File: config.mk
export PLATFORM = sky130hd
export DESIGN_NAME = top44_seq
export DESIGN_NICKNAME = d
export VERILOG_FILES = /design/src/rtl/top44_seq.sv
export SDC_FILE = /design/constraint.sdc
export NUM_CORES = 1
export LEC_CHECK = 0
export ABC_AREA = 1
export CAP_MARGIN = 20
export CORE_MARGIN = 3
export CORE_UTILIZATION = 42
export DETAILED_ROUTE_END_ITERATION = 6
export PLACE_DENSITY_LB_ADDON = 0.1
export SKIP_CTS_REPAIR_TIMING = 1
export SYNTH_ARGS = -nofsm -noshare
export SYNTH_HDL_FRONTEND = slang
export SYNTH_SLANG_ARGS = --single-unit
File: constraint.sdc
create_clock -name clk -period 2 [get_ports clk]
set_input_delay 0.3 -clock clk [delete_from_list [all_inputs] [get_ports clk]]
set_output_delay 0.3 -clock clk [all_outputs]
set_load 0.01 [all_outputs]
File: src/rtl/top44_seq.sv
// Sequencer for a systolic-array pass: stream in_len words from the input SRAM,
// drain the array, then shift out_len results to the output SRAM.
// Optional macro TOP44_SEQ_PERF_CNT_EN adds the 16-bit run_cycles counter.
module top44_seq #(
    parameter int ADDR_W    = 10,
    parameter int DRAIN_CYC = 8
) (
    input  logic              clk,
    input  logic              rst_b,
    input  logic              start,
    input  logic              abort,
    input  logic [ADDR_W-1:0] in_base,
    input  logic [ADDR_W-1:0] out_base,
    input  logic [ADDR_W-1:0] in_len,
    input  logic [ADDR_W-1:0] out_len,
    output logic              input_en_ramin,
    output logic              wr_in,
    output logic [ADDR_W-1:0] adder_in,
    output logic              input_en_sys,
    output logic              output_en_sys,
    output logic              input_en_ramout,
    output logic              wr_out,
    output logic [ADDR_W-1:0] adder_out,
    output logic              busy,
    output logic              done
`ifdef TOP44_SEQ_PERF_CNT_EN
    ,
    output logic [15:0]       run_cycles
`endif
);

    typedef enum logic [2:0] {IDLE, FEED, DRAIN, STORE, DONE} state_t;

    localparam logic [ADDR_W-1:0] ONE        = ADDR_W'(1);
    localparam bit                NO_DRAIN   = (DRAIN_CYC < 1);
    localparam logic [15:0]       DRAIN_LAST = 16'(NO_DRAIN ? 0 : DRAIN_CYC - 1);

    state_t            state;
    logic [ADDR_W-1:0] cnt;
    logic [15:0]       drain_cnt;
    logic [ADDR_W-1:0] out_len_q;
    logic [ADDR_W-1:0] out_ptr;
    logic              start_acc;

    assign wr_in     = 1'b0;
    assign start_acc = (state == IDLE) && start && !abort;

    always_ff @(posedge clk or negedge rst_b) begin
        if (!rst_b) begin
            state           <= IDLE;
            cnt             <= '0;
            drain_cnt       <= '0;
            out_len_q       <= '0;
            out_ptr         <= '0;
            input_en_ramin  <= 1'b0;
            adder_in        <= '0;
            input_en_sys    <= 1'b0;
            output_en_sys   <= 1'b0;
            input_en_ramout <= 1'b0;
            wr_out          <= 1'b0;
            adder_out       <= '0;
            busy            <= 1'b0;
            done            <= 1'b0;
        end else if (abort && state != IDLE) begin
            // Addresses are deliberately left untouched so they hold across an abort.
            state           <= IDLE;
            input_en_ramin  <= 1'b0;
            input_en_sys    <= 1'b0;
            output_en_sys   <= 1'b0;
            input_en_ramout <= 1'b0;
            wr_out          <= 1'b0;
            busy            <= 1'b0;
            done            <= 1'b0;
        end else begin
            // Read data arrives one cycle after the SRAM strobe; accout is registered too.
            input_en_sys    <= input_en_ramin;
            input_en_ramout <= output_en_sys;
            wr_out          <= output_en_sys;
            done            <= 1'b0;
            if (output_en_sys) begin
                adder_out <= out_ptr;
                out_ptr   <= out_ptr + ONE;
            end
            case (state)
                IDLE: begin
                    if (start_acc) begin
                        out_ptr   <= out_base;
                        out_len_q <= out_len;
                        busy      <= 1'b1;
                        if (in_len == '0 || out_len == '0) begin
                            state <= DONE;
                        end else begin
                            state          <= FEED;
                            input_en_ramin <= 1'b1;
                            adder_in       <= in_base;
                            cnt            <= in_len - ONE;
                        end
                    end
                end
                FEED: begin
                    if (cnt == '0) begin
                        input_en_ramin <= 1'b0;
                        if (NO_DRAIN) begin
                            state         <= STORE;
                            output_en_sys <= 1'b1;
                            cnt           <= out_len_q - ONE;
                        end else begin
                            state     <= DRAIN;
                            drain_cnt <= DRAIN_LAST;
                        end
                    end else begin
                        adder_in <= adder_in + ONE;
                        cnt      <= cnt - ONE;
                    end
                end
                DRAIN: begin
                    if (drain_cnt == '0) begin
                        state         <= STORE;
                        output_en_sys <= 1'b1;
                        cnt           <= out_len_q - ONE;
                    end else begin
                        drain_cnt <= drain_cnt - 16'd1;
                    end
                end
                STORE: begin
                    if (cnt == '0) begin
                        output_en_sys <= 1'b0;
                        state         <= DONE;
                    end else begin
                        cnt <= cnt - ONE;
                    end
                end
                DONE: begin
                    done  <= 1'b1;
                    busy  <= 1'b0;
                    state <= IDLE;
                end
                default: state <= IDLE;
            endcase
        end
    end

`ifdef TOP44_SEQ_PERF_CNT_EN
    // Survives abort and completion; only a new accepted start clears it.
    always_ff @(posedge clk or negedge rst_b) begin
        if (!rst_b) begin
            run_cycles <= '0;
        end else if (start_acc) begin
            run_cycles <= '0;
        end else if (busy && run_cycles != 16'hFFFF) begin
            run_cycles <= run_cycles + 16'd1;
        end
    end
`endif

endmodule

# [Word-level counts from Yosys, hierarchy flattened]
# Index checks and enable logic that the tools add are counted.
[word_totals] register_bits=75 wordCells=100
[op_classes] addsub=6 n_eq_ne=16 mux=37 n_bitwise=1 reduce_logical=27
[op_table] op="two-way mux 10 bit" count=10
[op_table] op="two-way mux 16 bit" count=2
[op_table] op="case mux 16 bit (2 select lines)" count=1
[op_table] op="logical NOT 10 bit" count=3
[op_table] op="case mux 10 bit (3 select lines)" count=1
[op_table] op="subtractor 10 x 1 -> 10 bit, second input constant" count=3
[op_table] op="adder 10 x 1 -> 10 bit, second input constant" count=2
[op_table] op="case mux 10 bit (2 select lines)" count=1
[op_table] op="two-way mux 3 bit" count=6
[op_table] op="logical NOT 16 bit" count=1
[op_table] op="subtractor 16 x 1 -> 16 bit, second input constant" count=1
[op_table] op="nonzero test 3 bit" count=5
[op_table] op="!= test 2 bit, second input constant" count=7
[op_table] op="two-way mux 1 bit" count=12
[op_table] op="!= test 3 bit, second input constant" count=4
[op_table] op="case mux 3 bit (4 select lines)" count=1
[op_table] op="AND reduction 4 bit" count=3
[op_table] op="equality test 3 x 2 -> 1 bit, second input constant" count=2
[op_table] op="case mux 1 bit (2 select lines)" count=3
[op_table] op="AND reduction 3 bit" count=2
[op_table] op="AND reduction 6 bit" count=1
[op_table] op="AND reduction 5 bit" count=1
[op_table] op="AND reduction 2 bit" count=2
[op_table] op="nonzero test 2 bit" count=2
[op_table] op="9 further kinds" count=11

# [Depth between registers and ports, before layout]
[depth] depth_word=6 depth_mapped=15

# [Least setup slack after synthesis]
# No wires, ideal clock.
[synth_timing] kind="register to register" startpoint="register state[2]" endpoint="register cnt[8]" arrival_ns=1.598 t_required_ns=1.884 path_slack_ns=0.285 stages_incl_launch_ff=13 n_path_buf=0 cell_sequence="dfrtp_1 inv_2 nand2_4 nor2_1 nor3_4 ha_1 nand2_1 inv_1 nand2_1 nand2_1 nand2_1 nand2_1 nand2_1"
[synth_between] elab_chain_cells=5 word_cells_on_any_way=17 cone_classes="eq/ne: 7; mux: 1; bitwise: 1; reduce/logical: 8"
[synth_lines] element="from (decl)" line="38" text="state_t state;"
[synth_lines] element="from (signal assigned)" line="50" text="state <= IDLE;"
[synth_lines] element="from (signal assigned)" line="66" text="state <= IDLE;"
[synth_lines] element="from (signal assigned)" line="91" text="state <= DONE;"
[synth_lines] element="logical NOT 3 bit" line="46, 84"
[synth_lines] element="logical AND 1 bit (2 in series)" line="46" text="assign start_acc = (state == IDLE) && start && !abort;"
[synth_lines] element="!= test 2 bit (no source line)"
[synth_lines] element="AND reduction 6 bit (no source line)"
[synth_lines] element="to (signal assigned)" line="96" text="cnt <= in_len - ONE;"
[synth_lines] element="to (signal assigned)" line="106" text="cnt <= out_len_q - ONE;"
[synth_lines] element="to (signal assigned)" line="113" text="cnt <= cnt - ONE;"
[synth_lines] element="to (decl)" line="39" text="logic [ADDR_W-1:0] cnt;"
# Parallel ways exist; a longest one is shown, timed or not.
# A chain may end at the register's enable or synchronous reset.

# [Final worst setup path]
[layout_timing] startpoint="register drain_cnt[5]" endpoint="register cnt[4]"
[layout_between] elab_chain_cells=3
[layout_lines] element="from (decl)" line="40" text="logic [15:0] drain_cnt;"
[layout_lines] element="from (signal assigned)" line="122" text="drain_cnt <= drain_cnt - 16'd1;"
[layout_lines] element="logical NOT 16 bit" line="117" text="if (drain_cnt == '0) begin"
[layout_lines] element="!= test 2 bit (no source line)"
[layout_lines] element="AND reduction 6 bit (no source line)"
[layout_lines] element="to (signal assigned)" line="113"
[layout_lines] element="to (signal assigned)" line="120" text="cnt <= out_len_q - ONE;"
[layout_lines] element="to (signal assigned)" line="130" text="cnt <= cnt - ONE;"
# No other way between the ends.

==> run summary <==
Outcome -> completed
Fill cells -> 1028
Die Footprint -> 12200 um^2
GRT overflow -> 0
Worst R2R Start -> drain_cnt[5]
Peak supply drop -> 0.000591 V
Worst-path fanout max -> 8
Complex-gate fraction of the synthesized area -> 0.106
Number of clock buffers inserted by TritonCTS -> 9
Root Driver -> clkbuf_8
Initial Utilization -> 0.437
DR DRC count -> 0
Seq cells post-synth -> 75
Worst setup margin -> 0.125 ns
Routability cong. -> 0.872
Final period utilization -> 0.938
Vias in the first global route -> 4050
Row count -> 37
Clock Latency Late Sink -> 0.36 ns
First-pass GRT wire length -> 18700 um
Mapped Area -> 4570 um^2
Syn Area/Cell -> 7.19 um^2
Area Overhead vs Synth -> 25.6%
XOR/XNOR share of the synthesized area -> 0.0211
Highest clock rate -> 533 MHz
Diode count -> 0
Worst-path clk slew -> 0.09 ns
RSZ-0062 raised after global routing -> true
Tot Pwr -> 8.97 mW
I/O pin count -> 72
Longest Clk Path Bufs -> 2
Post-synthesis mux area share -> 0
Max Slew Vio Count -> 0
Seq/Total Area, Yosys -> 0.411
DR WL/cell -> 13.0 um
Worst Path Required -> 2.28 ns
Adder-Cell Fraction of Synth Area -> 0.0137
Max Cap Viol -> 0
Vias per cell -> 4.98
Synth Flop Type -> dfrtp_1
DIE HEIGHT -> 110 um
Hold crit path type -> primary input to async pin
Setup Slack @ Placement -> -0.0186 ns
Fraction of final layout cells sized beyond drive strength 1 -> 0.105
Yosys top cell area share -> 0.411
Core region area -> 10500 um^2
Hold Vio Cnt, Final -> 0
Synthesized instance count -> 635
Initial DRC Count -> 271
Ys Warns -> 0
GRT Total Usage -> 0.194
Initial antenna violation count -> 0
Total Nets Final -> 769
Post-synth top cells -> nand2_1 (195), dfrtp_1 (75), inv_1 (73)
CTS tree -> yes
Power Density -> 1560 nW/um^2
Post-route minimum period -> 1.88 ns
Die Width -> 110 um
HPWL Detailed -> 8340 um
Crit Path Class -> flip-flop to flip-flop
Pre-antenna DRT Iters -> 6
Cells after DPL -> 842
Post-Synth Simple-Gate Area -> 0.353
Setup Viol. Count Final -> 0
Setup TNS -> 0 ns
Largest net degree at the start of global routing -> 43
Crit path from -> drain_cnt[5]
WL final -> 11200 um
Crit start category -> flip-flop
Area contributors post-synth -> dfrtp_1 (41%), nand2_1 (16%), o21ai_0 (7.6%)
Worst path arrival time -> 2.15 ns
Crit path capture type -> flip-flop
Yosys cell types -> 39
Post-synth ARST share -> 1.00
Via count -> 4285
Setup Skew -> 0.0108 ns
CTS sink cnt -> 75
Leakage power -> 2.77 nW
Post-Layout Cell Count -> 861
Post-DRT Antenna Nets -> 0
Largest family of logic cells by synthesized area -> simple AND/OR/NAND/NOR gates
H-tree Lvls -> 3
Synth area leader -> dfrtp_1
EDFF count, synth -> 0
Most frequent cell after synthesis -> nand2_1
Syn nets -> 684
Port bufs -> 70
-- final timing paths --
kind                                 to  slack, ns  depth (start not counted)
max                              cnt[4]       0.12                         10
min                        adder_out[9]       0.42                          2
max reg2reg                      cnt[4]       0.12                         10
min reg2reg                adder_out[9]       0.48                          2
max in group asynchronous      state[0]       0.96                          3
min in group clk           adder_out[9]       0.48                          2
-- sequential cells by signal, summed over array words and instances, names as in the netlist, 3 cells and up --
register / flops
out_len_q: 10
out_ptr: 10
adder_in: 10
cnt: 10
state: 3
adder_out: 10
drain_cnt: 16
-- worst max-delay path, stage by stage (launching register included) --
cell and delay (ns):
dfrtp_1 0.43, nor2_1 0.20, nand2_1 0.14, nor3_1 0.20
nand3_1 0.15, nand2_1 0.10, nand3_2 0.09, nor2_4 0.20
buf_4 0.18, nand2_1 0.06, o21ai_0 0.06
-- layout by cell type (no fill, tap or decap), types with 2 or more instances in the layout --
cell	netlist	final
clkinv_4	0	3
xnor2_1	3	3
nor2_2	4	5
a31oi_1	4	4
nor2_1	59	58
o21ai_1	3	3
clkbuf_8	0	10
a211oi_1	2	2
nor4_1	2	2
a21oi_1	6	6
buf_4	3	19
inv_4	2	3
o21ai_0	69	69
dfrtp_2	0	3
xor2_1	8	8
nand3_2	4	4
nor2_4	4	4
nor3_1	16	16
nand2_2	3	3
nand4_1	23	23
nand2_1	195	195
ha_1	5	5
clkdlybuf4s50_1	0	69
nand3_1	33	33
dfrtp_1	75	72
buf_12	0	3
inv_1	73	73
or2_2	2	2
nand2_4	4	4
nor3_4	2	2
inv_2	6	5
-- stage by stage --
stage / utilization / instance area [um^2] / hold WS, ns
2_1_floorplan: - / 4570 / 0.00441
3_3_place_gp: 0.524 / 5480 / 0.282
3_5_place_dp: 0.524 / 5480 / 0.288
4_1_cts: 0.544 / 5690 / -0.113
5_1_grt: 0.548 / 5740 / 0.453
6_report: 0.548 / 5740 / 0.422
-- area by class of cell --
cell class	instances	area, um^2	share of cell area
Sequential cell	75	1880	0.328
Inverter	81	312	0.0543
Tap cell	136	170	0.0297
Clock buffer	10	138	0.0240
Clock inverter	6	72.6	0.0126
Timing Repair Buffer	92	903	0.157
Multi-Input combinational cell	461	2260	0.394
-- logic make-up after synthesis --
kind of cell	Yosys count
AND/OR/NAND/NOR	353
AO/OA/AOI/OAI	91
buffers and inverters	99
other	1
XOR/XNOR	11
adder cells (fa/ha/maj)	5
flip-flops	75
-- metal layers --
layer / routed length [um] / track usage / share of wire / vias to the layer above
met5: 0 / 0 / 0 / -
met4: 114 / 0.0466 / 0.010 / 0
met3: 550 / 0.0402 / 0.049 / 10
met2: 5230 / 0.319 / 0.47 / 102
met1: 5300 / 0.262 / 0.47 / 1967
li1: - / - / - / 2206
-- report_power, final --
part | total [mW] | switching, mW | internal (mW)
registers | 2.73 | 0.547 | 2.19
logic | 5.00 | 2.95 | 2.05
clock network | 1.24 | 0.617 | 0.621
total | 8.97 | 4.11 | 4.86
No activity file was read; power rests on OpenSTA's default activity.
